==> src/rtl/correlate_sched.sv <==
// Pixel sequencer for the correlate stereo datapath: walks a frame in raster order,
// reads census vectors from the row line buffers and strobes them out. Optional macro: CORR_SCHED_STATS_EN.
module correlate_sched #(
   parameter int IMG_W     = 320,
   parameter int IMG_H     = 240,
   parameter int BV_W      = 72,
   parameter int X_W       = 9,
   parameter int Y_W       = 8,
   parameter int ISSUE_GAP = 1
) (
   input  logic            clk,
   input  logic            reset,
   input  logic            start,
   input  logic            abort,
   input  logic            row_ready,
   output logic            row_ack,
   output logic            rd_en,
   output logic [X_W-1:0]  rd_addr,
   input  logic [BV_W-1:0] left_rd_data,
   input  logic [BV_W-1:0] right_rd_data,
   input  logic            corr_ready,
   output logic [BV_W-1:0] left_bitvec,
   output logic [BV_W-1:0] right_bitvec,
   output logic            bitvec_val,
   output logic [X_W-1:0]  pixel_x,
   output logic [Y_W-1:0]  pixel_y,
   output logic            busy,
   output logic            frame_done,
   output logic [31:0]     stall_cycles
);

   localparam logic [2:0] S_IDLE     = 3'd0;
   localparam logic [2:0] S_WAIT_ROW = 3'd1;
   localparam logic [2:0] S_RD       = 3'd2;
   localparam logic [2:0] S_CAP      = 3'd3;
   localparam logic [2:0] S_ISSUE    = 3'd4;
   localparam logic [2:0] S_GAP      = 3'd5;
   localparam logic [2:0] S_ADV      = 3'd6;
   localparam logic [2:0] S_DONE     = 3'd7;

   localparam int              GAP_W    = (ISSUE_GAP > 1) ? $clog2(ISSUE_GAP) : 1;
   localparam logic [GAP_W-1:0] GAP_LAST = GAP_W'((ISSUE_GAP > 0) ? ISSUE_GAP - 1 : 0);
   localparam logic [X_W-1:0]   X_LAST   = X_W'(IMG_W - 1);
   localparam logic [Y_W-1:0]   Y_LAST   = Y_W'(IMG_H - 1);

   logic [2:0]       state, state_nxt;
   logic [X_W-1:0]   x, x_nxt;
   logic [Y_W-1:0]   y, y_nxt;
   logic [GAP_W-1:0] gap_cnt, gap_nxt;
   logic [BV_W-1:0]  left_hold, right_hold;
   logic             start_ok;
   logic             issue_go;

   // Handshake: a vector transfers when ISSUE sees corr_ready=1; bitvec_val is then
   // high for exactly the following cycle and the data/coordinates hold until the next transfer.
   assign start_ok = (state == S_IDLE) && start && !abort;
   assign issue_go = (state == S_ISSUE) && corr_ready && !abort;

   always_comb begin
      state_nxt = state;
      x_nxt     = x;
      y_nxt     = y;
      gap_nxt   = gap_cnt;
      case (state)
         S_IDLE: begin
            if (start_ok) begin
               state_nxt = S_WAIT_ROW;
               y_nxt     = '0;
            end
         end
         S_WAIT_ROW: begin
            if (row_ready) begin
               state_nxt = S_RD;
               x_nxt     = '0;
            end
         end
         S_RD:  state_nxt = S_CAP;
         S_CAP: state_nxt = S_ISSUE;
         S_ISSUE: begin
            if (corr_ready) begin
               gap_nxt   = '0;
               state_nxt = (ISSUE_GAP == 0) ? S_ADV : S_GAP;
            end
         end
         S_GAP: begin
            if (gap_cnt == GAP_LAST) state_nxt = S_ADV;
            else                     gap_nxt   = gap_cnt + GAP_W'(1);
         end
         S_ADV: begin
            if (x < X_LAST) begin
               x_nxt     = x + X_W'(1);
               state_nxt = S_RD;
            end else if (y < Y_LAST) begin
               y_nxt     = y + Y_W'(1);
               state_nxt = S_WAIT_ROW;
            end else begin
               state_nxt = S_DONE;
            end
         end
         S_DONE:  state_nxt = S_IDLE;
         default: state_nxt = S_IDLE;
      endcase
      if (abort) state_nxt = S_IDLE;
   end

   // Outputs are registered from the next state so each pulse lines up with its state.
   always_ff @(posedge clk) begin
      if (reset) begin
         state        <= S_IDLE;
         x            <= '0;
         y            <= '0;
         gap_cnt      <= '0;
         left_hold    <= '0;
         right_hold   <= '0;
         row_ack      <= 1'b0;
         rd_en        <= 1'b0;
         rd_addr      <= '0;
         left_bitvec  <= '0;
         right_bitvec <= '0;
         bitvec_val   <= 1'b0;
         pixel_x      <= '0;
         pixel_y      <= '0;
         busy         <= 1'b0;
         frame_done   <= 1'b0;
      end else begin
         state      <= state_nxt;
         x          <= x_nxt;
         y          <= y_nxt;
         gap_cnt    <= gap_nxt;
         busy       <= (state_nxt != S_IDLE);
         row_ack    <= (state == S_WAIT_ROW) && row_ready && !abort;
         rd_en      <= (state_nxt == S_RD);
         frame_done <= (state_nxt == S_DONE);
         bitvec_val <= issue_go;
         if (state_nxt == S_RD) rd_addr <= x_nxt;
         if ((state == S_CAP) && !abort) begin
            left_hold  <= left_rd_data;
            right_hold <= right_rd_data;
         end
         if (issue_go) begin
            left_bitvec  <= left_hold;
            right_bitvec <= right_hold;
            pixel_x      <= x;
            pixel_y      <= y;
         end
      end
   end

`ifdef CORR_SCHED_STATS_EN
   logic [31:0] stall_q;

   always_ff @(posedge clk) begin
      if (reset) begin
         stall_q <= '0;
      end else if (start_ok) begin
         stall_q <= '0;
      end else if ((state == S_ISSUE) && !corr_ready && !abort && (stall_q != 32'hFFFF_FFFF)) begin
         stall_q <= stall_q + 32'd1;
      end
   end

   assign stall_cycles = stall_q;
`else
   assign stall_cycles = 32'd0;
`endif

endmodule

==> config.mk <==
export PLATFORM = sky130hd
export DESIGN_NAME = correlate_sched
export DESIGN_NICKNAME = d
export VERILOG_FILES = /design/src/rtl/correlate_sched.sv
export SDC_FILE = /design/constraint.sdc
export NUM_CORES = 1
export LEC_CHECK = 0
export BUFFER_PORTS_ARGS = -buffer_cell sky130_fd_sc_hd__buf_2
export CAP_MARGIN = 15
export CORE_MARGIN = 10
export CORE_UTILIZATION = 51
export CTS_CLUSTER_SIZE = 14
export DETAILED_ROUTE_END_ITERATION = 8
export GPL_ROUTABILITY_DRIVEN = 0
export GPL_TIMING_DRIVEN = 0
export HOLD_SLACK_MARGIN = 0.08
export PLACE_DENSITY = 0.88
export SYNTH_ARGS = -nofsm -noshare
export SYNTH_HDL_FRONTEND = slang
export SYNTH_SLANG_ARGS = --single-unit
==> constraint.sdc <==
create_clock -name clk -period 2.9 [get_ports clk]
set_clock_uncertainty 0.2 [all_clocks]
set_input_delay 0.145 -clock clk [delete_from_list [all_inputs] [get_ports clk]]
set_output_delay 0.145 -clock clk [all_outputs]
set_load 0.03 [all_outputs]
==> impl_metrics.json <==
{
  "cts.sinks": 339,
  "vias": 13100,
  "rsz0062_at_grt": "no",
  "synthCells": 1530,
  "wire_per_inst_um": 18.8,
  "final_cell_mix": "615 x nand2_1, 340 x buf_2, 339 x dfxtp_1",
  "totalNegativeSetupSlack_ns": 0,
  "rr_endpoint": "left_hold[32]$_SDFFE_PP0P_",
  "avgViaCountPerCell": 5.44,
  "final_nets": 2221,
  "routed_wirelength_mm": 45.3,
  "ir_drop_v": 0.000578,
  "io_pins": 357,
  "top_usage_layer": "met2",
  "worstSkewPairLatency_ns": 0.51,
  "firstDrtPassIters": 6,
  "dpl.cell_count": 2204,
  "yosys_warnings": 0,
  "switching_share_pct": 21.4,
  "die-area_sq_um": 30600,
  "fin_crit_ns": 2.80,
  "clk_pin_slew_worst_paths_ns": 0.07,
  "use_met3_pct": 6.73,
  "status": "finished clean",
  "grt-ovfl-total": 0,
  "crit_fanout": 10,
  "numCtsBuffers": 35,
  "timing.rr.start": "state[1]$_SDFF_PP0_",
  "rr_worst_depth": 6,
  "grt_antenna_before_repair": 4,
  "detail-route-antenna-nets": 0,
  "path_class": "reg2reg",
  "whs_endpoint": "x[1]$_SDFF_PP0_",
  "fmax_mhz": 357,
  "cts_root_buf": "clkbuf_16",
  "ys_ff_latch": 339,
  "hold_class": "in2reg",
  "grt_pass1_wl_mm": 68.3,
  "slew_viol_final": 0,
  "rrSetupSlack_ns": 0.10,
  "grt_start_max_net_pins": 15,
  "final_cells": 2413,
  "synth_area_sq_um": 12200,
  "critPathArrivalTime_ns": 3.02,
  "seq_area_frac_synth_pct": 55.5,
  "p_per_area_nw_per_um2": 572,
  "cp-start-kind": "flop",
  "finalCritPeriodShare_pct": 96.5,
  "drt_iter0_markers": 1417,
  "share_comb_of_total_power_pct": 5.2,
  "grtUsageMet1_pct": 29.3,
  "finalSetupViolCount": 0,
  "tightest_slew_ns": 0.851,
  "p_leak_nw": 6.85,
  "sequentialPowerShare_pct": 47.9,
  "groute.usage.overall_pct": 27.5,
  "drive_gt1_share_pct": 21.3,
  "postCtsSetupRepairBufs": 0,
  "layout_commonest_cell": "nand2_1",
  "pwr-share-clk_pct": 46.8,
  "drcViolationCount": 0,
  "grt_pass1_vias": 12800,
  "placement_rows": 56,
  "synth_area_per_cell_sq_um": 7.99,
  "cp.required_ns": 3.12,
  "p_int_mw": 7.65,
  "fp.dieW_um": 175,
  "switching_power_mw": 2.08,
  "start_util_pct": 51.9,
  "design.core.area_sq_um": 23500,
  "endpoint_kind": "flop",
  "areaGrowthSynthToFinish_pct": 39.2,
  "cts_tree": "yes",
  "drv_cap": 0,
  "finalHoldViolations": 0,
  "cts_htree_levels": 2,
  "min_delay_path_depth": 4,
  "dp_hpwl_mm": 28.1,
  "hp-start": "row_ready",
  "fp.dieH_um": 175,
  "numPortBuffers": 324,
  "grtUsageMet2_pct": 49.2,
  "clockBufferDepth": 3,
  "yosysUniqueCellTypes": 49,
  "max-slew-margin-rel_pct": 43.3
}
synth_stat cells (all sizes together):
| cell | instances | area [sq um] |
|---|---|---|
| buf | 54 | 350 |
| nor3b | 1 | 7.51 |
| o2111ai | 2 | 17.5 |
| nor3 | 6 | 30.0 |
| mux2 | 9 | 101 |
| and4 | 2 | 17.5 |
| a21oi | 316 | 1580 |
| a31oi | 3 | 25.0 |
| o21ba | 2 | 20.0 |
| or3b | 1 | 8.76 |
| or2 | 1 | 6.26 |
| nor2 | 12 | 45.0 |
| nor4b | 1 | 8.76 |
| o21ai | 9 | 60.1 |
| mux2i | 1 | 10.0 |
| nor4bb | 1 | 10.0 |
| and3 | 9 | 56.3 |
| conb | 1 | 3.75 |
| nand3 | 7 | 47.6 |
| inv | 7 | 26.3 |
| a311oi | 1 | 8.76 |
| nand4bb | 1 | 11.3 |
| xnor2 | 1 | 8.76 |
| nand2b | 1 | 6.26 |
| or3 | 7 | 48.8 |
| o211ai | 4 | 35.0 |
| xor2 | 3 | 26.3 |
| a221oi | 1 | 26.3 |
| dfxtp | 339 | 6790 |
| o21a | 2 | 15.0 |
| clkbuf | 85 | 319 |
| o31ai | 2 | 15.0 |
| a311o | 1 | 10.0 |
| nand2 | 615 | 2310 |
| nand4 | 7 | 50.1 |
| nand3b | 2 | 15.0 |
| nor2b | 10 | 62.6 |
| ha | 2 | 25.0 |
| and3b | 1 | 8.76 |
per-stage QoR:
| stage | utilization [%] | hold slack, ns | total power [mW] | cell area, sq um | setup slack (ns) |
|---|---|---|---|---|---|
| 2_1_floorplan | - | 0.0243 | 4.93 | 12300 | 0.778 |
| 3_3_place_gp | 61.0 | 0.166 | 5.09 | 14400 | 0.198 |
| 3_5_place_dp | 61.0 | 0.162 | 5.09 | 14400 | 0.0549 |
| 4_1_cts | 72.2 | 0.127 | 9.72 | 17000 | 0.0357 |
| 5_1_grt | 72.3 | 0.206 | 9.95 | 17000 | 0.0269 |
| 6_report | 72.3 | 0.167 | 9.72 | 17000 | 0.102 |
power by group through the flow:
stage	combinational (mW)	clock (mW)	sequential, mW
floorplan	0.168	0	4.76
global placement	0.323	0	4.76
detailed placement	0.325	0	4.76
CTS	0.482	4.57	4.66
global route	0.533	4.76	4.66
finish	0.510	4.56	4.66
critical path, cell delays in order, from the launching register on:
cell and delay, ns:
dfxtp_1 0.43, buf_2 0.23, and4_1 0.61, buf_2 0.43, buf_1 0.44, nand2_1 0.15
a21oi_1 0.20
flip-flops by register name (all words and copies together) (netlist names):
register and count:
rd_en 1, left_bitvec 72, frame_done 1, bitvec_val 1
row_ack 1, left_hold 72, pixel_y 8, busy 1
rd_addr 9, x 9, y 8, state 3
pixel_x 9, right_bitvec 72, right_hold 72
what timing repair did:
| action | in CTS | in global routing |
|---|---|---|
| hold buffers | 148 | 0 |
| resized for setup | 0 | 5 |
| endpoints found under the setup margin | 0 | 120 |
| hold endpoints to repair | 164 | 0 |
worst max-delay path by stage:
stage | from | to | slack (ns) | cells past startpoint
5_1_grt | state[1]$_SDFF_PP0_ | left_hold[40]$_SDFFE_PP0P_ | 0.03 | 6
2_1_floorplan | y[0]$_SDFFE_PP0P_ | rd_addr[0]$_SDFFE_PP0N_ | 0.78 | 7
4_1_cts | state[0]$_SDFF_PP0_ | right_bitvec[14]$_SDFFE_PP0P_ | 0.04 | 7
3_5_place_dp | state[0]$_SDFF_PP0_ | right_bitvec[29]$_SDFFE_PP0P_ | 0.05 | 7
6_report | state[1]$_SDFF_PP0_ | left_hold[32]$_SDFFE_PP0P_ | 0.10 | 6
3_3_place_gp | state[0]$_SDFF_PP0_ | left_bitvec[67]$_SDFFE_PP0P_ | 0.20 | 7
metal layers:
metal | wire length, um | vias to the layer above
li1 | - | 5996
met1 | 15800 | 6072
met2 | 22600 | 857
met3 | 4390 | 196
met4 | 2510 | 2
met5 | 13 | -
layout make-up:
class	instances	area, sq um
repair buffers	472	3100
plain buffers	138	668
multi-input cells	1076	4860
diodes	4	10.0
fillers	1609	6530
clock inverters	11	136
clock buffers	47	1020
inverters	7	26.3
flip-flops and latches	339	6790
well taps	319	399
kinds of logic after synthesis:
kind of cell    synth area share, %
buf+inv                        5.69
mux                           0.911
flops                          55.5
other cells                  0.0307
compound gates                 14.8
fa+ha+maj                     0.205
xor+xnor                      0.287
simple gates                   22.5
Power figures use the tool's default switching activity.
